==> src/rtl/pkt_splitter.sv <==
// pkt_splitter: unpacks back-to-back length-headed packets from 32-bit lanes and re-aligns them onto two engines alternately.
// Define SPLIT_ERR_CHK_EN to drop packets whose header exceeds MAX_PKT_BYTES and pulse err.
module pkt_splitter #(
    parameter int DATA_WIDTH    = 255,
    parameter int LENGTH_WIDTH  = 31,
    parameter int MAX_PKT_BYTES = 1024
) (
    input  logic                  clk,
    input  logic                  reset,
    input  logic [DATA_WIDTH:0]   DATA_IN,
    input  logic                  valid_in,
    output logic                  ready_in,
    output logic [DATA_WIDTH:0]   DATA_OUT1,
    output logic                  valid_1,
    input  logic                  ready_1,
    output logic [DATA_WIDTH:0]   DATA_OUT2,
    output logic                  valid_2,
    input  logic                  ready_2,
    output logic                  err
);
    localparam int RW = LENGTH_WIDTH - 1;

    typedef enum logic [1:0] {FETCH, PARSE, COPY, EMIT} state_t;

    state_t                state;
    logic                  engine;
    logic                  fetch_rdy;
    logic [3:0]            rd_lane, wr_lane;
    logic [RW-1:0]         rem;
    logic [DATA_WIDTH:0]   in_buf, out_buf;

    // Shifting left by rd_lane lanes puts the current read lane in lane 0.
    logic [DATA_WIDTH:0]   shifted, mask, new_out;
    logic [LENGTH_WIDTH:0] hdr;
    logic [RW-1:0]         hdr_lanes, new_rem;
    logic [3:0]            rd_left, wr_left, rem_c, n_io, n, new_rd, new_wr;
    logic                  word_done;

    assign ready_in  = fetch_rdy & ~reset;
    assign shifted   = in_buf << {rd_lane, 5'b0};
    assign hdr       = shifted[DATA_WIDTH -: LENGTH_WIDTH + 1];
    assign hdr_lanes = hdr[LENGTH_WIDTH:2] + RW'(|hdr[1:0]);
    assign rd_left   = 4'd8 - rd_lane;
    assign wr_left   = 4'd8 - wr_lane;
    assign rem_c     = (rem > RW'(8)) ? 4'd8 : rem[3:0];
    assign n_io      = (rd_left < wr_left) ? rd_left : wr_left;
    assign n         = (n_io < rem_c) ? n_io : rem_c;
    assign mask      = ~({(DATA_WIDTH + 1){1'b1}} >> {n, 5'b0}) >> {wr_lane, 5'b0};
    assign new_out   = out_buf | ((shifted >> {wr_lane, 5'b0}) & mask);
    assign new_rd    = rd_lane + n;
    assign new_wr    = wr_lane + n;
    assign new_rem   = rem - RW'(n);
    assign word_done = (new_wr == 4'd8) || (new_rem == '0);

`ifdef SPLIT_ERR_CHK_EN
    logic drop;
`else
    assign err = 1'b0;
`endif

    always_ff @(posedge clk) begin
        if (reset) begin
            state     <= FETCH;
            engine    <= 1'b0;
            fetch_rdy <= 1'b0;
            rd_lane   <= 4'd8;
            wr_lane   <= 4'd0;
            rem       <= '0;
            in_buf    <= '0;
            out_buf   <= '0;
            valid_1   <= 1'b0;
            valid_2   <= 1'b0;
            DATA_OUT1 <= '0;
            DATA_OUT2 <= '0;
`ifdef SPLIT_ERR_CHK_EN
            err       <= 1'b0;
            drop      <= 1'b0;
`endif
        end else begin
`ifdef SPLIT_ERR_CHK_EN
            err <= 1'b0;
`endif
            case (state)
                FETCH: begin
                    if (ready_in && valid_in) begin
                        in_buf    <= DATA_IN;
                        rd_lane   <= 4'd0;
                        fetch_rdy <= 1'b0;
                        state     <= (rem != '0) ? COPY : PARSE;
                    end else begin
                        fetch_rdy <= 1'b1;
                    end
                end
                PARSE: begin
                    if (hdr == '0) begin
                        rd_lane   <= 4'd8;
                        fetch_rdy <= 1'b1;
                        state     <= FETCH;
                    end else begin
                        rem     <= hdr_lanes;
                        out_buf <= '0;
                        wr_lane <= 4'd0;
                        state   <= COPY;
`ifdef SPLIT_ERR_CHK_EN
                        if (hdr > (LENGTH_WIDTH + 1)'(MAX_PKT_BYTES)) begin
                            err  <= 1'b1;
                            drop <= 1'b1;
                        end
`endif
                    end
                end
                COPY: begin
                    out_buf <= new_out;
                    rd_lane <= new_rd;
                    wr_lane <= new_wr;
                    rem     <= new_rem;
                    if (!word_done) begin
                        fetch_rdy <= 1'b1;
                        state     <= FETCH;
                    end
`ifdef SPLIT_ERR_CHK_EN
                    // Dropped packets retire their words here instead of visiting EMIT.
                    else if (drop) begin
                        if (new_rem == '0) begin
                            drop <= 1'b0;
                        end else begin
                            out_buf <= '0;
                            wr_lane <= 4'd0;
                        end
                        fetch_rdy <= (new_rd == 4'd8);
                        state     <= (new_rd == 4'd8) ? FETCH : (new_rem == '0) ? PARSE : COPY;
                    end
`endif
                    else begin
                        valid_1 <= ~engine;
                        valid_2 <= engine;
                        if (engine) DATA_OUT2 <= new_out;
                        else DATA_OUT1 <= new_out;
                        state <= EMIT;
                    end
                end
                EMIT: begin
                    if (engine ? ready_2 : ready_1) begin
                        valid_1 <= 1'b0;
                        valid_2 <= 1'b0;
                        if (rem == '0) begin
                            engine <= ~engine;
                        end else begin
                            out_buf <= '0;
                            wr_lane <= 4'd0;
                        end
                        fetch_rdy <= (rd_lane == 4'd8);
                        state     <= (rd_lane == 4'd8) ? FETCH : (rem == '0) ? PARSE : COPY;
                    end
                end
                default: state <= FETCH;
            endcase
        end
    end
endmodule

==> config.mk <==
export PLATFORM = sky130hd
export DESIGN_NAME = pkt_splitter
export DESIGN_NICKNAME = d
export VERILOG_FILES = /design/src/rtl/pkt_splitter.sv
export SDC_FILE = /design/constraint.sdc
export NUM_CORES = 2
export LEC_CHECK = 0
export ABC_AREA = 1
export BUFFER_PORTS_ARGS = -buffer_cell sky130_fd_sc_hd__buf_2
export CORE_UTILIZATION = 35
export DETAILED_ROUTE_END_ITERATION = 16
export PLACE_DENSITY = 0.62
export SLEW_MARGIN = 20
export SYNTH_ARGS = -nofsm -noshare
export SYNTH_HDL_FRONTEND = slang
export SYNTH_SLANG_ARGS = --single-unit
==> constraint.sdc <==
create_clock -name clk -period 15.4 [get_ports clk]
set_clock_uncertainty 0.15 [all_clocks]
set_input_delay 0.77 -clock clk [delete_from_list [all_inputs] [get_ports clk]]
set_output_delay 0.77 -clock clk [all_outputs]
set_load 0.01 [all_outputs]
* Word-level counts from Yosys, hierarchy flattened
Index checks and enable logic that the tools add are counted.
Cells by class: add/sub/neg operators 6, $lt $le $gt $ge 3, eq/ne operators 12, shift-type cells 4, mux-type cells 35, bitwise logic cells 6, reductions and logical operators 22
Operators with widths (count):
- $mux 256 | 3
- $pmux 256 s3 | 1
- $shr 256x9->256 | 2
- $and 256x256->256 | 1
- $not 256->256 | 1
- $or 256x256->256 | 1
- $shl 256x9->256 | 1
- $shr 256x9->256 const A | 1
- $logic_not 30->1 | 2
- $pmux 30 s2 | 1
- $logic_not 32->1 | 1
- $mux 4 | 8
- $add 30x1->30 | 1
- $gt 30x4->1 const B | 1
- $mux 30 | 1
- $reduce_bool 30->1 | 1
- $sub 30x4->30 | 1
- $pmux 4 s3 | 2
- $reduce_and 3->1 | 6
- $mux 2 | 7
- $ne 2x2->1 const B | 7
- $add 4x4->4 | 2
- $eq 4x4->1 const B | 2
- $lt 4x4->1 | 2
- 17 further kinds | 32
Word-level totals: bits in registers 1068, input port bits 261, output and inout bits 516, logic and storage cells 100

* Longest topological paths before layout
depth in word-level cells 11, mapped depth 46, mapped depth without buffers 40

* Worst setup path after synthesis
No wires, ideal clock.
path kind reg2reg, from register wr_lane[0], to register DATA_OUT1[198], setup time 116 ps, data arrival time 5668 ps, data required time 15134 ps, setup slack 9466 ps, stages on the path, launching flop included 41, path buffers 6, cells stage by stage dfxtp_1 -> buf_2 -> inv_1 -> clkbuf_1 -> clkbuf_1 -> clkbuf_1 -> nand3_1 -> xor2_1 -> inv_1 -> ha_1 -> inv_1 -> a21oi_1 -> nand2_2 -> o21a_1 -> ha_1 -> nand2_1 -> nand2_1 -> nand2_2 -> (+5 left out) -> a21oi_1 -> inv_1 -> nor2_1 -> nand2_1 -> nor2_1 -> nand3_1 -> nand2_1 -> nand3_1 -> nor2_1 -> nand3_1 -> nor2_1 -> nand3_2 -> nand2_4 -> nand2_2 -> buf_4 -> clkbuf_1 -> o21ai_0 -> nor2_1
Between the ends: longest elaborated chain between the ends 10, elaborated cells between the ends (all ways) 17, classes of those cells add/sub: 3; order compare: 2; eq/ne: 1; shift: 3; mux: 2; bitwise: 3; reduce/logical: 3
Ends and longest elaborated chain:
- start: declaration | line 28 | logic [3:0] rd_lane, wr_lane;
- start signal: assignment | line 115 | wr_lane <= new_wr;
- $sub 4x4->4 | line 44 | assign wr_left = 4'd8 - wr_lane;
- $lt 4x4->1 | line 46 | assign n_io = (rd_left < wr_left) ? rd_left : wr_left;
- $mux 4 | line 46
- $lt 4x4->1 | line 47 | assign n = (n_io < rem_c) ? n_io : rem_c;
- $mux 4 | line 47
- $shr 256x9->256 | line 48 | assign mask = ~({(DATA_WIDTH + 1){1'b1}} >> {n, 5'b0}) >> {wr_lane, 5'b0};
- $not 256->256 | line 48
- $shr 256x9->256 | line 48
- $and 256x256->256 | line 49 | assign new_out = out_buf | ((shifted >> {wr_lane, 5'b0}) & mask);
- $or 256x256->256 | line 49
- end signal: assignment | line 138 | else DATA_OUT1 <= new_out;
- end: declaration | line 13 | output logic [DATA_WIDTH:0] DATA_OUT1,
Several ways; a longest one is shown, not always the timed one. A chain may end at the register's enable or synchronous reset.

* Worst setup path in the final report
from register rd_lane[1], to register DATA_OUT2[91]
Between the ends: longest elaborated chain between the ends 10, elaborated cells between the ends (all ways) 18, classes of those cells add/sub: 3; order compare: 2; eq/ne: 1; shift: 4; mux: 2; bitwise: 3; reduce/logical: 3
Ends and longest elaborated chain:
- start: declaration | line 28
- start signal: assignment | line 114 | rd_lane <= new_rd;
- $sub 4x4->4 | line 43 | assign rd_left = 4'd8 - rd_lane;
- $lt 4x4->1 | line 46
- $mux 4 | line 46
- $lt 4x4->1 | line 47
- $mux 4 | line 47
- $shr 256x9->256 | line 48
- $not 256->256 | line 48
- $shr 256x9->256 | line 48
- $and 256x256->256 | line 49
- $or 256x256->256 | line 49
- end signal: assignment | line 137 | if (engine) DATA_OUT2 <= new_out;
- end: declaration | line 16 | output logic [DATA_WIDTH:0] DATA_OUT2,
Several ways; a longest one is shown, not always the timed one.

==> results <==
- The largest individual stage delay along the critical path comes from the cell sky130_fd_sc_hd__buf_4.
- The number of antenna violations at the first check in global routing is 9.
- The CTS clock-pin slew for the worst setup and hold paths is 0.06 ns.
- Sorting the synthesized cells by area gives the leading types as sky130_fd_sc_hd__dfxtp_1 39%, sky130_fd_sc_hd__o21ai_0 12%, sky130_fd_sc_hd__nand2_1 12%, sky130_fd_sc_hd__nor2_1 8.6%, sky130_fd_sc_hd__inv_1 4.6%.
- The transition at the pin with the smallest max-transition slack is 1.36 ns.
- Gates resized during post-CTS repair numbered 0.
- The setup fix buffers added after clock tree synthesis is 0.
- The setup slack after layout is 7.00 ns.
- Of all flip-flops after synthesis, the portion carrying an async set or reset was 0%.
- The root buffer cell chosen for the clock tree is sky130_fd_sc_hd__clkbuf_16.
- For this run, the leading register cell type out of synthesis is sky130_fd_sc_hd__dfxtp_1.
- The maximum frequency from static timing analysis is 119 MHz.
- STA classifies the critical path startpoint as a flop.
- The initial cell density of the core is 35.4%.
- The final wirelength is 275000 µm.
- The data arrival time of the critical path is 8.94 ns.
- The post-cts hold buffer count is 0.
- The routed via count divided by cell count is 5.50.
- The final-report setup violation count is 0.
- Setup total negative slack on the finished layout was measured at 0 ns.
- The portion of synthesized cell area occupied by the leading cell type is 39.1%.
- The share of post-route cells with drive strength above 1 is 13.0%.
- Yosys printed 0 warnings.
- The clock tree from TritonCTS is done.
- The netlist uses 49 different library cells.
- Headroom to the max-slew limit came out at 8.19%.
- On the worst path, the slowest cell contributes a delay of 0.89 ns.
- The total track usage is 33.3%.
- The flow ran to the end, and the final reports show no timing, DRC or antenna violations.
- Counting every instance in the synthesized netlist gives 8308.
- The synthesized design spends more area on one cell type than any other, namely sky130_fd_sc_hd__dfxtp_1.
- The endpoint required time on the critical path is 15.94 ns.
- The count of endpoints failing hold in the final timing report is 0.
- The first-pass GRT wire length is 383000 µm.
- Summed over all nets, the half-perimeter wirelength after detailed placement is 212000 µm.
- The H-tree generated during clock tree synthesis spans 3 levels.
- The number of enable flip-flop cells after synthesis is 0.
- Dividing total power by cell area gives a power density of 226 nW/µm².
- The floorplan step set the die height to 397 µm.
- The clock period could shrink to 8.40 ns.
- The I/O pin total is 777.
- The via count of the first global-routing pass is 53200.
- The post-synthesis net count is 8598.
- For this run, design rule violations remaining after detail routing come to 0.
- In this run the worst hold path is classified as in -> reg.
- From synthesis to final layout, the design area changed by 15.4%.
- The area of the mapped netlist is 54700 µm².
- The net total in the final layout is 8913.
- Along the worst path, the maximum fanout reaches 94.
- Entering global routing, the biggest net connects 233 pins.
- The floorplan step set the die width to 397 µm.
- The sequential share of the synthesized area is 39.1%.
- The peak supply drop is 0.200 mV.
- The final number of max-transition violations is 0.
- The iteration count of the initial detailed-routing pass is 9.
- Counting along the longest clock path gives a buffer depth of 3.
- The max-cap check violation count is 0.
- After floorplanning, the core was divided into 144 placement rows.
- The overall overflow remaining after global route is 0.
- The number of clock buffers inserted by TritonCTS is 117.
- The final weighted congestion of routability-driven global placement is 1.08.
- The part of the cycle the worst path needs is 54.5%.
- The core outline area is 155000 µm².
- The leakage power total is 0.0258 µW.
- The cell that appears most often on the critical path is sky130_fd_sc_hd__nor2_1.
- The critical path is of the reg -> reg type.
- The count of input and output buffers is 775.
- The detailed router placed 59200 vias in this run.
- The DRC violation total after the first TritonRoute iteration is 8093.
- Setup repair after global routing left no endpoint under its margin.
- The clock insertion delay at the later pin of the skew report is 0.82 ns.
- Timing analysis after detailed placement gives a worst setup slack of 7.15 ns.
- The average instance in the mapped netlist occupies 6.58 µm².
- The die covers 158000 µm².
- Dividing the detail-routed wire length by the instance count gives 25.5 µm.
- The clock net sink count is 1068.
- In this run, synthesis produced a sequential element count of 1068.
- The worst setup path is captured at a flop.
- The count of nets left with antenna violations once routing finished came out at 0.
==> path summary, 6_finish.rpt <==
check / start / endpoint / slack [ns] / depth (start not counted)
setup / recovery: rd_lane[1]$_SDFFE_PP0P_ / DATA_OUT2[91]$_SDFFE_PP0P_ / 7.00 / 37
hold / removal: DATA_IN[236] / in_buf[236]$_SDFFE_PP0P_ / 0.10 / 3
setup reg to reg: rd_lane[1]$_SDFFE_PP0P_ / DATA_OUT2[91]$_SDFFE_PP0P_ / 7.00 / 37
hold reg to reg: in_buf[241]$_SDFFE_PP0P_ / in_buf[241]$_SDFFE_PP0P_ / 0.30 / 2
==> cells in the final DEF, fill, tap and decap left out, drive strengths merged, types with 37 or more instances in the layout <==
| cell type | n |
|---|---|
| a221oi | 116 |
| o22ai | 50 |
| o21bai | 74 |
| nor2 | 1253 |
| a21oi | 484 |
| nand3 | 289 |
| dfxtp | 1068 |
| a211oi | 37 |
| buf | 853 |
| o211ai | 54 |
| nand2 | 1687 |
| o21ai | 1599 |
| clkbuf | 173 |
| inv | 686 |
==> worst max-delay path, delay by kind of cell (launching register included) <==
| family | cells | cell delay (ns) |
|---|---|---|
| adder cells (fa/ha/maj) | 4 | 1.17 |
| buffers and inverters | 8 | 2.62 |
| AND/OR/NAND/NOR | 19 | 2.16 |
| flip-flops | 1 | 0.84 |
| XOR/XNOR | 2 | 0.33 |
| AO/OA/AOI/OAI | 4 | 0.74 |
==> cell usage after synthesis (2+ instances only) <==
| master | number |
|---|---|
| sky130_fd_sc_hd__buf_6 | 46 |
| sky130_fd_sc_hd__a21oi_1 | 484 |
| sky130_fd_sc_hd__dfxtp_1 | 1068 |
| sky130_fd_sc_hd__nand2_2 | 8 |
| sky130_fd_sc_hd__buf_4 | 15 |
| sky130_fd_sc_hd__o21ai_1 | 300 |
| sky130_fd_sc_hd__nand2_4 | 3 |
| sky130_fd_sc_hd__nor4_1 | 8 |
| sky130_fd_sc_hd__buf_1 | 68 |
| sky130_fd_sc_hd__a211oi_1 | 37 |
| sky130_fd_sc_hd__a32o_1 | 26 |
| sky130_fd_sc_hd__o221ai_1 | 3 |
| sky130_fd_sc_hd__inv_1 | 672 |
| sky130_fd_sc_hd__o21bai_1 | 63 |
| sky130_fd_sc_hd__nor2_2 | 3 |
| sky130_fd_sc_hd__o21ai_2 | 2 |
| sky130_fd_sc_hd__nand2_1 | 1676 |
| sky130_fd_sc_hd__clkinv_2 | 2 |
| sky130_fd_sc_hd__clkinv_1 | 3 |
| sky130_fd_sc_hd__nor2_1 | 1249 |
| sky130_fd_sc_hd__o211ai_1 | 54 |
| sky130_fd_sc_hd__o21ai_0 | 1297 |
| sky130_fd_sc_hd__ha_1 | 27 |
| sky130_fd_sc_hd__nand4_1 | 26 |
| sky130_fd_sc_hd__nor3_1 | 24 |
| sky130_fd_sc_hd__nand3_1 | 283 |
| sky130_fd_sc_hd__buf_2 | 98 |
| sky130_fd_sc_hd__mux2i_1 | 25 |
| sky130_fd_sc_hd__fa_1 | 2 |
| sky130_fd_sc_hd__a32oi_1 | 21 |
| sky130_fd_sc_hd__or2_2 | 25 |
| sky130_fd_sc_hd__inv_2 | 11 |
| sky130_fd_sc_hd__o21a_1 | 4 |
| sky130_fd_sc_hd__o22ai_1 | 50 |
| sky130_fd_sc_hd__a221oi_1 | 116 |
| sky130_fd_sc_hd__o21bai_2 | 11 |
| sky130_fd_sc_hd__xnor2_1 | 5 |
| sky130_fd_sc_hd__a31oi_1 | 21 |
| sky130_fd_sc_hd__clkbuf_1 | 430 |
| sky130_fd_sc_hd__xor2_1 | 26 |
| sky130_fd_sc_hd__nand3b_1 | 4 |
| sky130_fd_sc_hd__nand3_2 | 5 |
==> state kept, by name, indices dropped and copies added, names as in the netlist <==
signal and flops:
rd_lane 4, out_buf 256, fetch_rdy 1, DATA_OUT2 256, wr_lane 4, in_buf 256
engine 1, rem 30, DATA_OUT1 256, state 2, valid_2 1, valid_1 1
==> area by class of cell <==
cell class	instances	area [µm²]
Tap cell	2044	2560
Sequential cell	1068	21400
Clock inverter	42	598
Inverter	688	2620
Antenna cell	3	7.51
Clock buffer	173	3450
Multi-Input combinational cell	5895	27800
Timing Repair Buffer	853	4630
Fill cell	16700	91500
==> metal layers <==
metal	global-route usage, %	share of wire, %	routed length [µm]
met5	0	0.021	59
met4	18.0	6.1	16700
met3	7.93	9.9	27200
met2	50.2	43	117000
met1	43.7	41	114000
==> where the power goes <==
| part | switching [µW] | internal [µW] | total [µW] |
|---|---|---|---|
| registers | 375 | 3270 | 3650 |
| logic | 5810 | 1820 | 7630 |
| clock network | 1270 | 1690 | 2960 |
| total | 7450 | 6790 | 14200 |
==> per-stage QoR <==
stage	util [%]	hold slack (ns)	area, µm²	total power, µW	cells
after global routing	40.8	0.116	63100	14900	10800
after CTS	40.8	0.0622	63000	14000	10800
after global placement	38.1	0.287	58900	11100	10500
final	40.8	0.104	63100	14200	10800
after detailed placement	38.1	0.297	58900	11100	10500
after floorplan	-	0.274	54700	8210	8308
==> cell families after synthesis <==
logic type / after synthesis / share of synthesized area, %
other: 1 / 0.00686
AO/OA/AOI/OAI: 2490 / 25.0
multiplexers: 25 / 0.458
adder cells (fa/ha/maj): 29 / 0.691
AND/OR/NAND/NOR: 3319 / 24.0
buffers and inverters: 1345 / 10.2
flip-flops: 1068 / 39.1
XOR/XNOR: 31 / 0.497
Note: power is estimated with default switching activity, not from simulation.
